==> src/rtl/match_sequencer_pkg.sv <==
// match_sequencer_pkg: shared tug-of-war match types and constants
package match_sequencer_pkg;

    typedef enum logic [2:0] {
        IDLE,
        CLEAR,
        PLAY,
        RESULT,
        OVER
    } state_e;

    localparam logic [1:0] DISP_SCORE  = 2'd0;
    localparam logic [1:0] DISP_TALLY  = 2'd1;
    localparam logic [1:0] DISP_WINNER = 2'd2;

    localparam int ROUNDS_TO_WIN_DEF = 3;

endpackage

==> src/rtl/match_sequencer_if.sv <==
// match_sequencer_if: control and status bundle between game logic and the match sequencer
interface match_sequencer_if;

    logic       slowen;
    logic       start;
    logic       round_end;
    logic       round_right;
    logic       round_tie;
    logic       round_clear;
    logic       play_en;
    logic [2:0] wins_l;
    logic [2:0] wins_r;
    logic       match_over;
    logic       match_right;
    logic [1:0] disp_sel;
    logic       blink;

    modport master (
        output slowen, start, round_end, round_right, round_tie,
        input  round_clear, play_en, wins_l, wins_r, match_over, match_right, disp_sel, blink
    );

    modport slave (
        input  slowen, start, round_end, round_right, round_tie,
        output round_clear, play_en, wins_l, wins_r, match_over, match_right, disp_sel, blink
    );

endinterface

==> src/rtl/match_sequencer_tick_timer.sv <==
// tick_timer: counts slowen ticks and flags the tick that completes TICKS, clear has priority
module tick_timer #(
    parameter int TICKS = 8
) (
    input  logic clk,
    input  logic rst,
    input  logic clr_i,
    input  logic tick_i,
    output logic done_o
);

    localparam logic [7:0] LAST = 8'(TICKS - 1);

    logic [7:0] cnt_q, cnt_d;

    // terminal flag is taken on the completing tick itself so the owner reacts on that edge
    always_comb begin
        done_o = !clr_i && tick_i && (cnt_q == LAST);
        cnt_d  = clr_i ? '0 : !tick_i ? cnt_q : done_o ? '0 : cnt_q + 8'd1;
    end

    // tick count register
    always_ff @(posedge clk) begin
        if (rst) cnt_q <= '0;
        else     cnt_q <= cnt_d;
    end

endmodule

==> src/rtl/match_sequencer.sv <==
// match_sequencer: best-of-N match controller sequencing rounds, tallies and winner display
module match_sequencer
    import match_sequencer_pkg::*;
#(
    parameter int ROUNDS_TO_WIN = ROUNDS_TO_WIN_DEF,
    parameter int RESULT_TICKS  = 64,
    parameter int BLINK_TICKS   = 8
) (
    input  logic              clk,
    input  logic              rst,
    match_sequencer_if.slave  bus
);

    localparam logic [2:0] RTW = 3'(ROUNDS_TO_WIN);

    state_e     state_q, state_d;
    logic [2:0] wins_l_q, wins_l_d;
    logic [2:0] wins_r_q, wins_r_d;
    logic       round_clear_q, play_en_q, match_over_q;
    logic       match_right_q, match_right_d;
    logic       blink_q, blink_d;
    logic [1:0] disp_sel_q, disp_sel_d;
    logic       res_done, blink_done;
    logic       restart, scored, limit;

    tick_timer #(.TICKS(RESULT_TICKS)) u_result_timer (
        .clk    (clk),
        .rst    (rst),
        .clr_i  (state_q != RESULT),
        .tick_i (bus.slowen),
        .done_o (res_done)
    );

    tick_timer #(.TICKS(BLINK_TICKS)) u_blink_timer (
        .clk    (clk),
        .rst    (rst),
        .clr_i  (state_q != OVER),
        .tick_i (bus.slowen),
        .done_o (blink_done)
    );

    // next match state; round_end wins over start in PLAY because start is never looked at there
    always_comb begin
        restart = (state_q == IDLE || state_q == OVER) && bus.start;
        limit   = (wins_l_q == RTW) || (wins_r_q == RTW);
        state_d = state_q;
        unique case (state_q)
            IDLE:    state_d = bus.start ? CLEAR : IDLE;
            CLEAR:   state_d = PLAY;
            PLAY:    state_d = bus.round_end ? RESULT : PLAY;
            RESULT:  state_d = !res_done ? RESULT : limit ? OVER : CLEAR;
            OVER:    state_d = bus.start ? CLEAR : OVER;
            default: state_d = IDLE;
        endcase
    end

    // win tallies and the registered output values derived from the next state
    always_comb begin
        scored        = (state_q == PLAY) && bus.round_end && !bus.round_tie;
        wins_l_d      = restart ? '0 :
                        (scored && !bus.round_right && wins_l_q != RTW) ? wins_l_q + 3'd1 : wins_l_q;
        wins_r_d      = restart ? '0 :
                        (scored && bus.round_right && wins_r_q != RTW) ? wins_r_q + 3'd1 : wins_r_q;
        disp_sel_d    = (state_d == PLAY) ? DISP_SCORE : (state_d == OVER) ? DISP_WINNER : DISP_TALLY;
        match_right_d = (state_d != OVER) ? 1'b0 :
                        (state_q == OVER) ? match_right_q : (wins_r_q == RTW);
        blink_d       = (state_d != OVER) ? 1'b0 : blink_done ? !blink_q : blink_q;
    end

    // state, tallies and all outputs are registered so no input reaches an output combinationally
    always_ff @(posedge clk) begin
        if (rst) begin
            state_q       <= IDLE;
            wins_l_q      <= '0;
            wins_r_q      <= '0;
            round_clear_q <= 1'b0;
            play_en_q     <= 1'b0;
            match_over_q  <= 1'b0;
            match_right_q <= 1'b0;
            blink_q       <= 1'b0;
            disp_sel_q    <= DISP_TALLY;
        end else begin
            state_q       <= state_d;
            wins_l_q      <= wins_l_d;
            wins_r_q      <= wins_r_d;
            round_clear_q <= (state_d == CLEAR);
            play_en_q     <= (state_d == PLAY);
            match_over_q  <= (state_d == OVER);
            match_right_q <= match_right_d;
            blink_q       <= blink_d;
            disp_sel_q    <= disp_sel_d;
        end
    end

    assign bus.round_clear = round_clear_q;
    assign bus.play_en     = play_en_q;
    assign bus.wins_l      = wins_l_q;
    assign bus.wins_r      = wins_r_q;
    assign bus.match_over  = match_over_q;
    assign bus.match_right = match_right_q;
    assign bus.disp_sel    = disp_sel_q;
    assign bus.blink       = blink_q;

endmodule
==> src/flat_wrapper.sv <==
// flat-port wrapper written by rule: the top's interface ports become plain ports
module match_sequencer_flat import match_sequencer_pkg::*;
#(
    parameter int ROUNDS_TO_WIN = ROUNDS_TO_WIN_DEF,
    parameter int RESULT_TICKS  = 64,
    parameter int BLINK_TICKS   = 8
)
  (clk, rst, bus_slowen, bus_start, bus_round_end, bus_round_right, bus_round_tie, bus_round_clear, bus_play_en, bus_wins_l, bus_wins_r, bus_match_over, bus_match_right, bus_disp_sel, bus_blink);
  match_sequencer_if bus_i ();
  input  logic clk;
  input  logic rst;
  input wire logic [$bits(bus_i.slowen)-1:0] bus_slowen;
  input wire logic [$bits(bus_i.start)-1:0] bus_start;
  input wire logic [$bits(bus_i.round_end)-1:0] bus_round_end;
  input wire logic [$bits(bus_i.round_right)-1:0] bus_round_right;
  input wire logic [$bits(bus_i.round_tie)-1:0] bus_round_tie;
  output wire logic [$bits(bus_i.round_clear)-1:0] bus_round_clear;
  output wire logic [$bits(bus_i.play_en)-1:0] bus_play_en;
  output wire logic [$bits(bus_i.wins_l)-1:0] bus_wins_l;
  output wire logic [$bits(bus_i.wins_r)-1:0] bus_wins_r;
  output wire logic [$bits(bus_i.match_over)-1:0] bus_match_over;
  output wire logic [$bits(bus_i.match_right)-1:0] bus_match_right;
  output wire logic [$bits(bus_i.disp_sel)-1:0] bus_disp_sel;
  output wire logic [$bits(bus_i.blink)-1:0] bus_blink;
  assign bus_i.slowen = bus_slowen;
  assign bus_i.start = bus_start;
  assign bus_i.round_end = bus_round_end;
  assign bus_i.round_right = bus_round_right;
  assign bus_i.round_tie = bus_round_tie;
  assign bus_round_clear = bus_i.round_clear;
  assign bus_play_en = bus_i.play_en;
  assign bus_wins_l = bus_i.wins_l;
  assign bus_wins_r = bus_i.wins_r;
  assign bus_match_over = bus_i.match_over;
  assign bus_match_right = bus_i.match_right;
  assign bus_disp_sel = bus_i.disp_sel;
  assign bus_blink = bus_i.blink;
  match_sequencer #(.ROUNDS_TO_WIN(ROUNDS_TO_WIN), .RESULT_TICKS(RESULT_TICKS), .BLINK_TICKS(BLINK_TICKS)) u_core (.clk(clk), .rst(rst), .bus(bus_i));
endmodule
==> config.mk <==
export PLATFORM = sky130hd
export DESIGN_NAME = match_sequencer_flat
export DESIGN_NICKNAME = d
export VERILOG_FILES = /design/src/rtl/match_sequencer_pkg.sv /design/src/rtl/match_sequencer_if.sv /design/src/rtl/match_sequencer_tick_timer.sv /design/src/rtl/match_sequencer.sv /design/src/flat_wrapper.sv
export SDC_FILE = /design/constraint.sdc
export NUM_CORES = 1
export LEC_CHECK = 0
export BUFFER_PORTS_ARGS = -buffer_cell sky130_fd_sc_hd__buf_2
export CORE_ASPECT_RATIO = 0.75
export CORE_UTILIZATION = 30
export CTS_CLUSTER_DIAMETER = 150
export DETAILED_ROUTE_END_ITERATION = 6
export SLEW_MARGIN = 20
export SYNTH_ARGS = -nofsm -noshare
export SYNTH_HDL_FRONTEND = slang
export SYNTH_HIERARCHICAL = 1
export SYNTH_SLANG_ARGS = --single-unit
==> constraint.sdc <==
create_clock -name clk -period 4 [get_ports clk]
set_clock_uncertainty 0.1 [all_clocks]
set_input_delay 0.2 -clock clk [delete_from_list [all_inputs] [get_ports clk]]
set_output_delay 0.2 -clock clk [all_outputs]
set_load 0.02 [all_outputs]
==> results.cfg <==
[logic_synthesis]
ys_ff_latch = 32
async_flop_share_pct = 0
ys_types = 44
syn_area_um2 = 1560
synth_edf_count = 0
synth_flop_cell = dfxtp_1
synth_mux_area_share_pct = 6.44
yosysWarnings = 6
yosysSeqAreaShare_pct = 41.2
synth_xor_area_share_pct = 5.07
synthAdderAreaFrac_pct = 4.83
yosys.area_share.simple_pct = 30.4
syn-mean-instance-area_um2 = 10.2
synth_top_family_by_area = simple AND/OR/NAND/NOR gates
synth_nets = 166
synth_cells = 153
synth_compound_area_share_pct = 9.09

[clock_network]
cts.path.max_buffers = 2
cts_tree = built
cts-resized-gates = 0
cts_hold_buf = 0
post-cts-setup-buffers = 0
clockRootBuffer = clkbuf_8
numCtsBuffers = 5
htree_num_levels = 2
clk_latency_ns = 0.29
path_clk_slew_ns = 0.07
cts.sinks = 32

[placed_design]
gp_congestion = 0.718
post_dp_cell_area_um2 = 1690
dpl.hpwl_um = 2070
io_buffers = 19

[setup_path]
critical_path_arrival_ns = 2.33
critPathTopFamily = simple AND/OR/NAND/NOR gates
cp_max_fo = 7
r2r-end = u_core/bus.round_clear
crit_path_end = u_core/bus.round_clear
critical_path_depth = 7
required_ns = 4.06
worst-setup-path-type = reg -> reg
r2r_slack_ns = 1.73
cp-startpoint = u_core/u_result_timer/cnt_q[0]
cp_num_buf_inv = 0
ff2ff_path_depth = 7
cp-end-kind = register
reg2reg_from = u_core/u_result_timer/cnt_q[0]
path_cells = ha_1, nand4_1, nor2_1, nor4b_1, nand4b_1, o22a_1, nor4b_2
slowest_stage = nor4b_1
cp_slowest_stage_delay_ns = 0.46
startpoint_type = register

[drt]
drc = 0
vias_per_cell = 4.90
drt_iter0_markers = 59
routed_wirelength_um = 2900
wire_per_inst_um = 12.3
num_vias = 1156
postRouteAntennaNets = 0
firstDrtPassIters = 4

[timing]
holdWs_ns = 0.142
fin_crit_ns = 2.27
max_freq_mhz = 441
finalHoldViolCount = 0
rsz0062_at_grt = false
period_share_pct = 56.7
drv_slew = 0
finalSetupViolCount = 0
slew_headroom_pct = 66.0
setup-tns-final_ns = 0
tightest_slew_ns = 0.502

[final_layout]
drive_above_1_share_pct = 22.7
final_cell_mix = dfxtp_1, buf_2, nor2_1, nand3b_1, mux2i_1
finish.instance_area_um2 = 1780
final_common_cell = dfxtp_1
antenna_cells_inserted = 0
layout.nets = 188
syn_to_final_growth_pct = 14.7
fin_util_pct = 36.2

[global_route]
grt_pass1_vias = 1150
antenna_found_initial = 0
grt_use_total_pct = 12.3
grt_max_degree = 22
grt_pass1_wl_um = 5110
overflow = 0

[die]
ios = 20
die_h_um = 64.4
floorplan.initialDensity_pct = 31.6
floorplan.die_area_um2 = 5480
coreArea_um2 = 4930
rows = 22
die_w_um = 85.1

[run]
maxCapViolations = 0

[pwr]
vdd_drop_max_v = 0.000208
leakage_nw = 0.604
power.density_nw_per_um2 = 352
total_power_uw = 628

[status]
status = finished clean

[min_path]
hold_class = in -> reg
==> report_power, final <==
group | switching (mW) | leakage (nW) | internal [mW]
clock | 0.116 | 0.0455 | 0.140
combinational | 0.0258 | 0.300 | 0.0176
sequential | 0.00470 | 0.259 | 0.324
total | 0.146 | 0.604 | 0.482
==> synth_stat cells, drive strengths merged (4+ instances only) <==
cell    instances  area share [%]
o21ai           4             1.3
nor2           17             4.1
nand4           5             2.0
inv             4            0.97
nand2           6             1.4
dfxtp          32              41
ha              6             4.8
or3             4             1.6
xor2            6             3.4
a21oi           4             1.3
or3b            5             3.0
nand3b         10             4.8
nor3            5             1.6
nand3           5             2.3
mux2i          10             6.4
==> per-stage QoR <==
| stage | setup WS [ns] | cells |
|---|---|---|
| after global routing | 1.46 | 236 |
| after detailed placement | 1.75 | 228 |
| after global placement | 1.81 | 228 |
| final | 1.73 | 236 |
| after CTS | 1.72 | 236 |
| after floorplan | 2.02 | 153 |
==> worst min-delay path: stages <==
cell     delay [ns]
buf_2          0.11
nor4_4         0.06
mux2i_1        0.11
==> per-layer routing <==
layer / track usage (%) / vias up / share of wire [%]
met5: 0 / - / 0
met4: 8.26 / 0 / 2.7
met3: 3.49 / 8 / 2.5
met2: 18.4 / 12 / 42
met1: 15.4 / 527 / 53
li1: - / 609 / -
==> worst min-delay path by stage <==
stage                                      to  slack [ns]  depth (start not counted)                           from
2_1_floorplan  u_core/u_result_timer/cnt_q[1]        0.18                          1                            rst
3_3_place_gp    u_core/u_blink_timer/cnt_q[7]        0.38                          2  u_core/u_blink_timer/cnt_q[7]
3_5_place_dp    u_core/u_blink_timer/cnt_q[7]        0.39                          2  u_core/u_blink_timer/cnt_q[7]
4_1_cts                  u_core/bus.wins_l[2]        0.13                          3                bus_round_right
5_1_grt                  u_core/bus.wins_l[0]        0.14                          3                bus_round_right
6_report                 u_core/bus.wins_l[2]        0.14                          3                bus_round_right
==> final cells by class <==
cell class              instances  area [um2]
fillers                       493        3140
multi-input cells             113         868
flip-flops and latches         32         641
repair buffers                 19        95.1
clock buffers                   8        90.1
well taps                      60        75.1
inverters                       4        15.0
==> logic make-up (layout without fill, tap and decap cells) <==
group	Yosys count	in the layout
buffers and inverters	8	31
multiplexers	10	10
XOR/XNOR	9	9
AO/OA/AOI/OAI	17	17
flip-flops	32	32
AND/OR/NAND/NOR	71	71
adder cells (fa/ha/maj)	6	6
==> sequential cells by signal, indices dropped and copies added (netlist names) <==
register                     cells
u_core/bus.blink                 1
u_core/bus.disp_sel              2
u_core/bus.match_over            1
u_core/bus.match_right           1
u_core/bus.play_en               1
u_core/bus.round_clear           1
u_core/bus.wins_l                3
u_core/bus.wins_r                3
u_core/state_q                   3
u_core/u_blink_timer/cnt_q       8
u_core/u_result_timer/cnt_q      8
Power figures use the tool's default switching activity.
